==> src/rtl/dds_link_pkg.sv <==
// Shared types and constants for the DDS control link receiver.
// Holds the FSM state enum, link defaults and the crc8 byte-step helper.
package dds_link_pkg;

    typedef enum logic [2:0] {
        ST_IDLE,
        ST_ADDR,
        ST_LEN,
        ST_DATA,
        ST_CRC,
        ST_OUT
    } state_t;

    localparam logic [7:0] SOF_DEFAULT = 8'h5A;
    localparam int         CNT_W       = 16;
    localparam int         MAX_LEN_SUP = 8;
    localparam logic [7:0] CRC8_POLY   = 8'h07;

    // One byte through crc8 (poly 0x07, MSB first).
    function automatic logic [7:0] crc8_byte(
        input logic [7:0] crc,
        input logic [7:0] d
    );
        logic [7:0] c;
        c = crc ^ d;
        for (int i = 0; i < 8; i++) begin
            c = c[7] ? ((c << 1) ^ CRC8_POLY) : (c << 1);
        end
        return c;
    endfunction

    function automatic logic [CNT_W-1:0] sat_inc(
        input logic [CNT_W-1:0] v
    );
        return (&v) ? v : v + 1'b1;
    endfunction

endpackage

==> src/rtl/crc8.sv <==
// Registered crc8 engine, poly 0x07, init 0x00, MSB first.
// Ports: clk, rst_n (async low), crc_clr (priority), crc_en, data_in[7:0], crc_out[7:0].
module crc8
    import dds_link_pkg::*;
(
    input  logic       clk,
    input  logic       rst_n,
    input  logic       crc_en,
    input  logic       crc_clr,
    input  logic [7:0] data_in,
    output logic [7:0] crc_out
);

    logic [7:0] crc_q;

    always_ff @(posedge clk or negedge rst_n) begin
        if (!rst_n) begin
            crc_q <= 8'h00;
        end else if (crc_clr) begin
            crc_q <= 8'h00;
        end else if (crc_en) begin
            crc_q <= crc8_byte(crc_q, data_in);
        end
    end

    assign crc_out = crc_q;

endmodule

==> src/rtl/dds_cmd_frame_rx.sv <==
// Command-frame receiver: SOF, ADDR, LEN, DATA[LEN], CRC -> one command word.
// Ports: rx_valid/rx_data/rx_ready byte input; cmd_valid/cmd_ready with
// cmd_addr/cmd_len/cmd_data output; err_crc/err_len/err_tmo pulses;
// ok_cnt/bad_cnt saturating frame counters. clk, rst_n async active-low.
module dds_cmd_frame_rx
    import dds_link_pkg::*;
#(
    parameter int         MAX_LEN = 4,
    parameter logic [7:0] SOF     = SOF_DEFAULT,
    parameter int         TIMEOUT = 1000
) (
    input  logic                 clk,
    input  logic                 rst_n,
    input  logic                 rx_valid,
    input  logic [7:0]           rx_data,
    output logic                 rx_ready,
    output logic                 cmd_valid,
    input  logic                 cmd_ready,
    output logic [7:0]           cmd_addr,
    output logic [3:0]           cmd_len,
    output logic [MAX_LEN*8-1:0] cmd_data,
    output logic                 err_crc,
    output logic                 err_len,
    output logic                 err_tmo,
    output logic [CNT_W-1:0]     ok_cnt,
    output logic [CNT_W-1:0]     bad_cnt
);

    localparam int DW = MAX_LEN * 8;
    localparam int TW = (TIMEOUT > 1) ? $clog2(TIMEOUT) : 1;
    localparam logic [TW-1:0] TMO_LAST = TW'(TIMEOUT - 1);

    state_t           state_q;
    logic [7:0]       addr_q;
    logic [3:0]       len_q;
    logic [3:0]       idx_q;
    logic [DW-1:0]    buf_q;
    logic [TW-1:0]    tmo_q;
    logic             cmd_valid_q;
    logic [7:0]       cmd_addr_q;
    logic [3:0]       cmd_len_q;
    logic [DW-1:0]    cmd_data_q;
    logic             err_crc_q;
    logic             err_len_q;
    logic             err_tmo_q;
    logic [CNT_W-1:0] ok_q;
    logic [CNT_W-1:0] bad_q;

    logic       accept;
    logic       len_ok;
    logic       last_byte;
    logic       crc_clr;
    logic       crc_en;
    logic [7:0] crc_out;

    assign rx_ready  = (state_q != ST_OUT);
    assign accept    = rx_valid && rx_ready;
    assign len_ok    = (rx_data != 8'd0) && (rx_data <= 8'(MAX_LEN));
    assign last_byte = (idx_q == len_q - 4'd1);

    // The CRC byte itself is never folded in; crc_out then already
    // covers ADDR..DATA when the trailer arrives.
    always_comb begin
        crc_clr = 1'b0;
        crc_en  = 1'b0;
        if (accept) begin
            case (state_q)
                ST_IDLE:          crc_clr = (rx_data == SOF);
                ST_ADDR, ST_DATA: crc_en  = 1'b1;
                ST_LEN:           crc_en  = len_ok;
                default:          ;
            endcase
        end
    end

    crc8 u_crc8 (
        .clk     (clk),
        .rst_n   (rst_n),
        .crc_en  (crc_en),
        .crc_clr (crc_clr),
        .data_in (rx_data),
        .crc_out (crc_out)
    );

    always_ff @(posedge clk or negedge rst_n) begin
        if (!rst_n) begin
            state_q     <= ST_IDLE;
            addr_q      <= '0;
            len_q       <= '0;
            idx_q       <= '0;
            buf_q       <= '0;
            tmo_q       <= '0;
            cmd_valid_q <= 1'b0;
            cmd_addr_q  <= '0;
            cmd_len_q   <= '0;
            cmd_data_q  <= '0;
            err_crc_q   <= 1'b0;
            err_len_q   <= 1'b0;
            err_tmo_q   <= 1'b0;
            ok_q        <= '0;
            bad_q       <= '0;
        end else begin
            err_crc_q <= 1'b0;
            err_len_q <= 1'b0;
            err_tmo_q <= 1'b0;
            case (state_q)
                ST_IDLE: begin
                    tmo_q <= '0;
                    if (accept && rx_data == SOF) begin
                        state_q <= ST_ADDR;
                    end
                end
                ST_OUT: begin
                    if (cmd_ready) begin
                        cmd_valid_q <= 1'b0;
                        state_q     <= ST_IDLE;
                    end
                end
                default: begin
                    // ADDR/LEN/DATA/CRC: a byte on the limit cycle wins.
                    if (accept) begin
                        tmo_q <= '0;
                        case (state_q)
                            ST_ADDR: begin
                                addr_q  <= rx_data;
                                state_q <= ST_LEN;
                            end
                            ST_LEN: begin
                                if (len_ok) begin
                                    len_q   <= rx_data[3:0];
                                    idx_q   <= '0;
                                    buf_q   <= '0;
                                    state_q <= ST_DATA;
                                end else begin
                                    err_len_q <= 1'b1;
                                    bad_q     <= sat_inc(bad_q);
                                    state_q   <= ST_IDLE;
                                end
                            end
                            ST_DATA: begin
                                for (int i = 0; i < MAX_LEN; i++) begin
                                    if (idx_q == 4'(i)) begin
                                        buf_q[i*8 +: 8] <= rx_data;
                                    end
                                end
                                idx_q <= idx_q + 4'd1;
                                if (last_byte) begin
                                    state_q <= ST_CRC;
                                end
                            end
                            ST_CRC: begin
                                if (rx_data == crc_out) begin
                                    cmd_valid_q <= 1'b1;
                                    cmd_addr_q  <= addr_q;
                                    cmd_len_q   <= len_q;
                                    cmd_data_q  <= buf_q;
                                    ok_q        <= sat_inc(ok_q);
                                    state_q     <= ST_OUT;
                                end else begin
                                    err_crc_q <= 1'b1;
                                    bad_q     <= sat_inc(bad_q);
                                    state_q   <= ST_IDLE;
                                end
                            end
                            default: ;
                        endcase
                    end else if (tmo_q == TMO_LAST) begin
                        err_tmo_q <= 1'b1;
                        bad_q     <= sat_inc(bad_q);
                        tmo_q     <= '0;
                        idx_q     <= '0;
                        buf_q     <= '0;
                        state_q   <= ST_IDLE;
                    end else begin
                        tmo_q <= tmo_q + 1'b1;
                    end
                end
            endcase
        end
    end

    assign cmd_valid = cmd_valid_q;
    assign cmd_addr  = cmd_addr_q;
    assign cmd_len   = cmd_len_q;
    assign cmd_data  = cmd_data_q;
    assign err_crc   = err_crc_q;
    assign err_len   = err_len_q;
    assign err_tmo   = err_tmo_q;
    assign ok_cnt    = ok_q;
    assign bad_cnt   = bad_q;

endmodule
==> config.mk <==
export PLATFORM = sky130hd
export DESIGN_NAME = dds_cmd_frame_rx
export DESIGN_NICKNAME = d
export VERILOG_FILES = /design/src/rtl/dds_link_pkg.sv /design/src/rtl/crc8.sv /design/src/rtl/dds_cmd_frame_rx.sv
export SDC_FILE = /design/constraint.sdc
export NUM_CORES = 1
export LEC_CHECK = 0
export CORE_AREA = 2 2 158 160
export CTS_BUF_LIST = sky130_fd_sc_hd__clkbuf_4 sky130_fd_sc_hd__clkbuf_8
export CTS_CLUSTER_DIAMETER = 40
export DETAILED_ROUTE_END_ITERATION = 7
export DIE_AREA = 0 0 160 162
export GPL_ROUTABILITY_DRIVEN = 0
export PLACE_DENSITY_LB_ADDON = 0.1
export SLEW_MARGIN = 15
export SYNTH_ARGS = -nofsm -noshare
export SYNTH_HDL_FRONTEND = slang
export SYNTH_SLANG_ARGS = --single-unit
==> constraint.sdc <==
create_clock -name clk -period 4.77 [get_ports clk]
set_clock_uncertainty 0.05 [all_clocks]
set_input_delay 0.954 -clock clk [delete_from_list [all_inputs] [get_ports clk]]
set_output_delay 0.954 -clock clk [all_outputs]
set_load 0.1 [all_outputs]
### Yosys cells after proc, flatten, opt, wreduce, memory -nomap -nowiden

Index checks and enable logic that the tools add are counted.

| word-level totals | value |
|---|---|
| register bits | 149 |
| input port bits | 12 |
| output and inout port bits | 81 |
| logic and storage cells | 151 |

| operators by class | value |
|---|---|
| add/subtract/negate cells | 5 |
| magnitude comparators | 1 |
| equal/unequal tests | 26 |
| multiplexer cells | 60 |
| bitwise gates (word level) | 12 |
| reduce and logical (&&, ||, !) cells | 28 |

Operator list:

| kind | number |
|---|---|
| $mux 32 | 3 |
| $mux 16 | 5 |
| $pmux 32 s2 | 1 |
| $mux 8 | 6 |
| $mux 3 | 14 |
| $reduce_and 5->1 | 8 |
| $add 16x1->16 const B | 2 |
| $pmux 16 s2 | 1 |
| $reduce_and 16->1 | 2 |
| $ne 3x3->1 const B | 8 |
| $not 3->3 | 8 |
| $mux 10 | 2 |
| $pmux 10 s2 | 1 |
| $mux 1 | 18 |
| $mux 4 | 3 |
| $pmux 3 s4 | 1 |
| $reduce_and 4->1 | 3 |
| $add 10x1->10 const B | 1 |
| $eq 10x10->1 const B | 1 |
| $reduce_bool 2->1 | 5 |
| $eq 4x2->1 const B | 2 |
| $eq 8x7->1 const B | 1 |
| $eq 8x8->1 | 1 |
| $le 8x3->1 const B | 1 |
| 24 further kinds | 34 |

### Logic depth before layout (Yosys ltp)

| logic depth | value |
|---|---|
| depth in word-level cells | 19 |
| gate-level depth with buffers | 10 |
| gate-level depth less buffers | 7 |

### Cells and area by module

A second synthesis with hierarchy kept.

| unflattened totals | value |
|---|---|
| cells, all modules | 578 |
| area, all modules | 6944.2 um^2 |

Modules (own cells, without submodules):

| module | times used | cells an instance | area each (um^2) | sequential area each (um^2) |
|---|---|---|---|---|
| dds_cmd_frame_rx | 1 | 521 | 6307.3 | 3528.4 |
| crc8 | 1 | 57 | 636.9 | 200.2 |

### Worst setup path before layout

OpenSTA, ideal clock, no wires.

| timing | value |
|---|---|
| path type | input port to flip-flop |
| start | input port rx_data[2] |
| end | register bad_q[1], in the netlist bad_cnt[1] |
| setup time | 0.127 ns |
| arrival time | 2.712 ns |
| setup slack | 1.881 ns |
| stages | 9 |
| buffers on the path | 2 |
| cell sequence | buf_4 -> xnor2_1 -> ha_1 -> and3_1 -> nand4_2 -> or3b_1 -> buf_6 -> nor3_2 -> mux2_4 |

| between the ends | value |
|---|---|
| longest elaborated chain between the ends | 4 |
| elaborated cells between the ends (all ways) | 7 |

Ends and longest elaborated chain:

| what | line | text |
|---|---|---|
| start: declaration | dds_cmd_frame_rx.sv:15 | `input logic [7:0] rx_data,` |
| $le 8x3->1 or $reduce_bool 8->1 (tied branches) | dds_cmd_frame_rx.sv:58 | `assign len_ok = (rx_data != 8'd0) && (rx_data <= 8'(MAX_LEN));` |
| $logic_and 1x1->1 | dds_cmd_frame_rx.sv:58 |  |
| $ne 3x3->1 (no source line) | - |  |
| $reduce_and 5->1 (no source line) * | - |  |
| end signal: assignment | dds_cmd_frame_rx.sv:136 | `bad_q <= sat_inc(bad_q);` |
| end signal: assignment | dds_cmd_frame_rx.sv:161 | `bad_q <= sat_inc(bad_q);` |
| end signal: assignment | dds_cmd_frame_rx.sv:169 | `bad_q <= sat_inc(bad_q);` |
| end: declaration | dds_cmd_frame_rx.sv:47 | `logic [CNT_W-1:0] bad_q;` |

Every way passes the cells marked *; elsewhere a longest branch is shown, timed or not.
A chain may end at the register's enable or synchronous reset.

### Worst setup path after layout

| timing | value |
|---|---|
| start | register state_q[0] |
| end | output port rx_ready |

| between the ends | value |
|---|---|
| longest elaborated chain between the ends | 1 |

Ends and longest elaborated chain:

| what | line | text |
|---|---|---|
| start: declaration | dds_cmd_frame_rx.sv:33 | `state_t state_q;` |
| start signal: assignment | dds_cmd_frame_rx.sv:87 | `state_q <= ST_IDLE;` |
| start signal: assignment | dds_cmd_frame_rx.sv:110 | `state_q <= ST_ADDR;` |
| start signal: assignment | dds_cmd_frame_rx.sv:116 | `state_q <= ST_IDLE;` |
| $ne 3x3->1 | dds_cmd_frame_rx.sv:56 | `assign rx_ready = (state_q != ST_OUT);` |
| end: declaration | dds_cmd_frame_rx.sv:16 | `output logic rx_ready,` |

Every way passes these cells.

==> metrics.yaml <==
setup_viol_count_final: 0
seq_area_sq_um: 3730
timing.max_cap.violations: 0
antenna_found_initial: 0
placementRows: 57
dr_total_vias: 4998
most_frequent_cells_in_the_layout: "151 x nand2_1, 149 x dfrtp_1, 91 x clkdlybuf4s50_1"
design_area_sq_um: 8840
die_height_microns: 162
final.fill_count: 2485
fmax_mhz: 261
cts_setup_buffers: 0
layout_commonest_cell: "nand2_1"
dpl_cell_area_sq_um: 8440
synth-main-ff-cell: "dfrtp_1"
clock-sinks: 149
worst-r2r-setup-slack_ps: 1840
design.final.nets: 756
asyncSetResetFlopFracSynth_pct: 100
h_tree_depth: 4
io_buffers: 92
diodes: 0
cts-resized-gates: 0
maxSlewHeadroom_pct: 33.5
min_delay_path_depth: 2
holdCritPathClass: "reg2reg"
finalCritPeriodShare_pct: 80.4
cts-buffers-inserted: 17
cts.reportedPaths.clkPinSlew_ps: 90
grt_start_max_net_pins: 103
critPathRequiredTime_ps: 3770
routed_via_density: 4.67
finalHoldViolations: 0
worst_r2r_endpoint: "bad_cnt[14]$_DFFE_PN0P_"
rr_startpoint: "state_q[0]$_DFFE_PN0P_"
totalPowerFinal_mw: 4.04
layout-area-overhead-vs-synth_pct: 23.4
die_outline_area_sq_um: 25900
area_taken_by_multi_input_logic_gates_sq_um: 3270
synth_sequential_area_ratio_pct: 52.0
synthesis.nets: 658
tns_ps: 0
final_period_minus_worst_setup_slack_ps: 3830
hold_path_end: "cmd_data[21]$_DFFE_PN0P_"
drv_slew: 0
hpwl_microns: 12000
grt_remaining_overflow: 0
finalWirelength_microns: 17400
synth-warning-count: 0
p_per_area_nw_per_um2: 457
start_util_pct: 29.7
count_of_flip_flops_with_a_built_in_enable_after_synthesis: 0
initialDrtViolationCount: 208
vdd_ir_drop_max_v: 0.000184
avgRoutedWirePerCell_microns: 16.3
hold_start: "cmd_data[21]$_DFFE_PN0P_"
status: "complete, no violations"
post_cts_hold_buffer_count: 0
r2r_cells: 6
worstSetupStartpointType: "register"
flip_flop_and_latch_count_after_synthesis: 149
cts-root-buf: "clkbuf_8"
mappedNetlistArea_sq_um: 7170
fraction_of_final_layout_cells_with_drive_strength_greater_than_1_pct: 16.1
endpoint_kind: "output pin"
drtAntennaViolNets: 0
clock_tree.buffer_depth: 2
tightestPinTransition_ps: 995
critical_path_class: "reg2out"
grt_pass1_wl_microns: 28800
standby_leakage_power_nw: 4.06
via_count_of_the_first_global_routing_pass: 5293
die_width_microns: 160
rsz0062_at_grt: "no"
endpoint_arrival_time_on_the_critical_path_ps: 2830
critical_path.max_fanout: 14
firstDrtPassIters: 4
syn-instance-count: 635
drcViolationCount: 0
core_region_area_sq_um: 24100
track_usage_pct: 14.0
synth_cell_types: 60
synthesis.area_per_instance_sq_um: 11.3
boundaryPins: 93
worst_skew_pair.late_latency_ps: 460
tritoncts: "yes"
## routing by layer
layer	track usage, %	up-vias	share of wire, %
met1	18.9	2514	48
met3	2.96	14	3.0
met2	22.9	83	48
met4	4.05	0	0.94
li1	-	2387	-
met5	0	-	0
## cells by family after synthesis
logic type | share of synthesized area, %
flip-flops | 52.0
buffers and inverters | 2.36
AND/OR/NAND/NOR | 20.9
adder cells (fa/ha/maj) | 1.92
XOR/XNOR | 7.33
AO/OA/AOI/OAI | 6.50
multiplexers | 8.94
## cell usage after synthesis (all sizes together), types with 2 or more instances
library cell | number | area [sq um]
xor2 | 28 | 245
a311oi | 2 | 23.8
dfrtp | 149 | 3730
nor3 | 9 | 55.1
a21oi | 9 | 45.0
ha | 11 | 138
a21o | 3 | 25.0
inv | 11 | 41.3
nor2 | 17 | 129
or4 | 2 | 18.8
xnor2 | 32 | 280
nor2b | 7 | 43.8
nand3 | 24 | 120
clkbuf | 12 | 45.0
nand2 | 151 | 567
nor4b | 3 | 26.3
a2111oi | 2 | 55.1
a221o | 2 | 20.0
and3 | 14 | 87.6
and4 | 4 | 35.0
a22o | 11 | 97.6
buf | 10 | 82.6
and2 | 11 | 70.1
o21ai | 19 | 95.1
nor4 | 16 | 178
nand4 | 11 | 75.1
nand3b | 2 | 15.0
or3b | 2 | 20.0
mux2 | 45 | 631
## power breakdown
group / internal (mW) / switching [mW]
Clock: 0.455 / 0.566
Combinational: 0.568 / 0.795
Sequential: 1.46 / 0.197
## how the worst max path moves through the flow
stage | cells past startpoint | slack (ps) | startpoint | endpoint
after floorplan | 9 | 1880 | rx_data[2] | bad_cnt[1]$_DFFE_PN0P_
after global placement | 7 | 930 | rx_data[1] | bad_cnt[14]$_DFFE_PN0P_
after detailed placement | 9 | 800 | rx_data[3] | bad_cnt[14]$_DFFE_PN0P_
after CTS | 3 | 880 | state_q[0]$_DFFE_PN0P_ | rx_ready
after global routing | 3 | 780 | state_q[0]$_DFFE_PN0P_ | rx_ready
final | 3 | 940 | state_q[0]$_DFFE_PN0P_ | rx_ready
## layout make-up
class                      count  share of cell area (%)
clock buffer                  18                    2.80
clock inverter                14                    1.81
inverter                      11                   0.467
multi-input combinational    453                    37.0
sequential                   149                    42.2
tap                          324                    4.58
timing repair buffer         101                    11.2
## registers in the layout, indices dropped and copies added, names as in the netlist
register and cells:
cmd_data 32, cmd_valid 1, tmo_q 10, err_len 1
err_crc 1, len_q 4, ok_cnt 16, err_tmo 1
addr_q 8, u_crc8.crc_out 8, cmd_len 4, buf_q 32
idx_q 4, state_q 3, cmd_addr 8, bad_cnt 16
## through the flow
step | instances | hold WS (ps) | worst slack, ps | util, %
2_1_floorplan | 635 | 392 | 1880 | -
3_3_place_gp | 1038 | 403 | 929 | 35.0
3_5_place_dp | 1038 | 406 | 801 | 35.0
4_1_cts | 1070 | 428 | 883 | 36.7
5_1_grt | 1070 | 441 | 776 | 36.7
6_report | 1070 | 419 | 936 | 36.7
## critical path: stages, from the launching register on
cell	delay (ps)
dfrtp_1	640
and3b_1	640
inv_1	100
clkdlybuf4s50_1	990
Power figures use the tool's default switching activity.
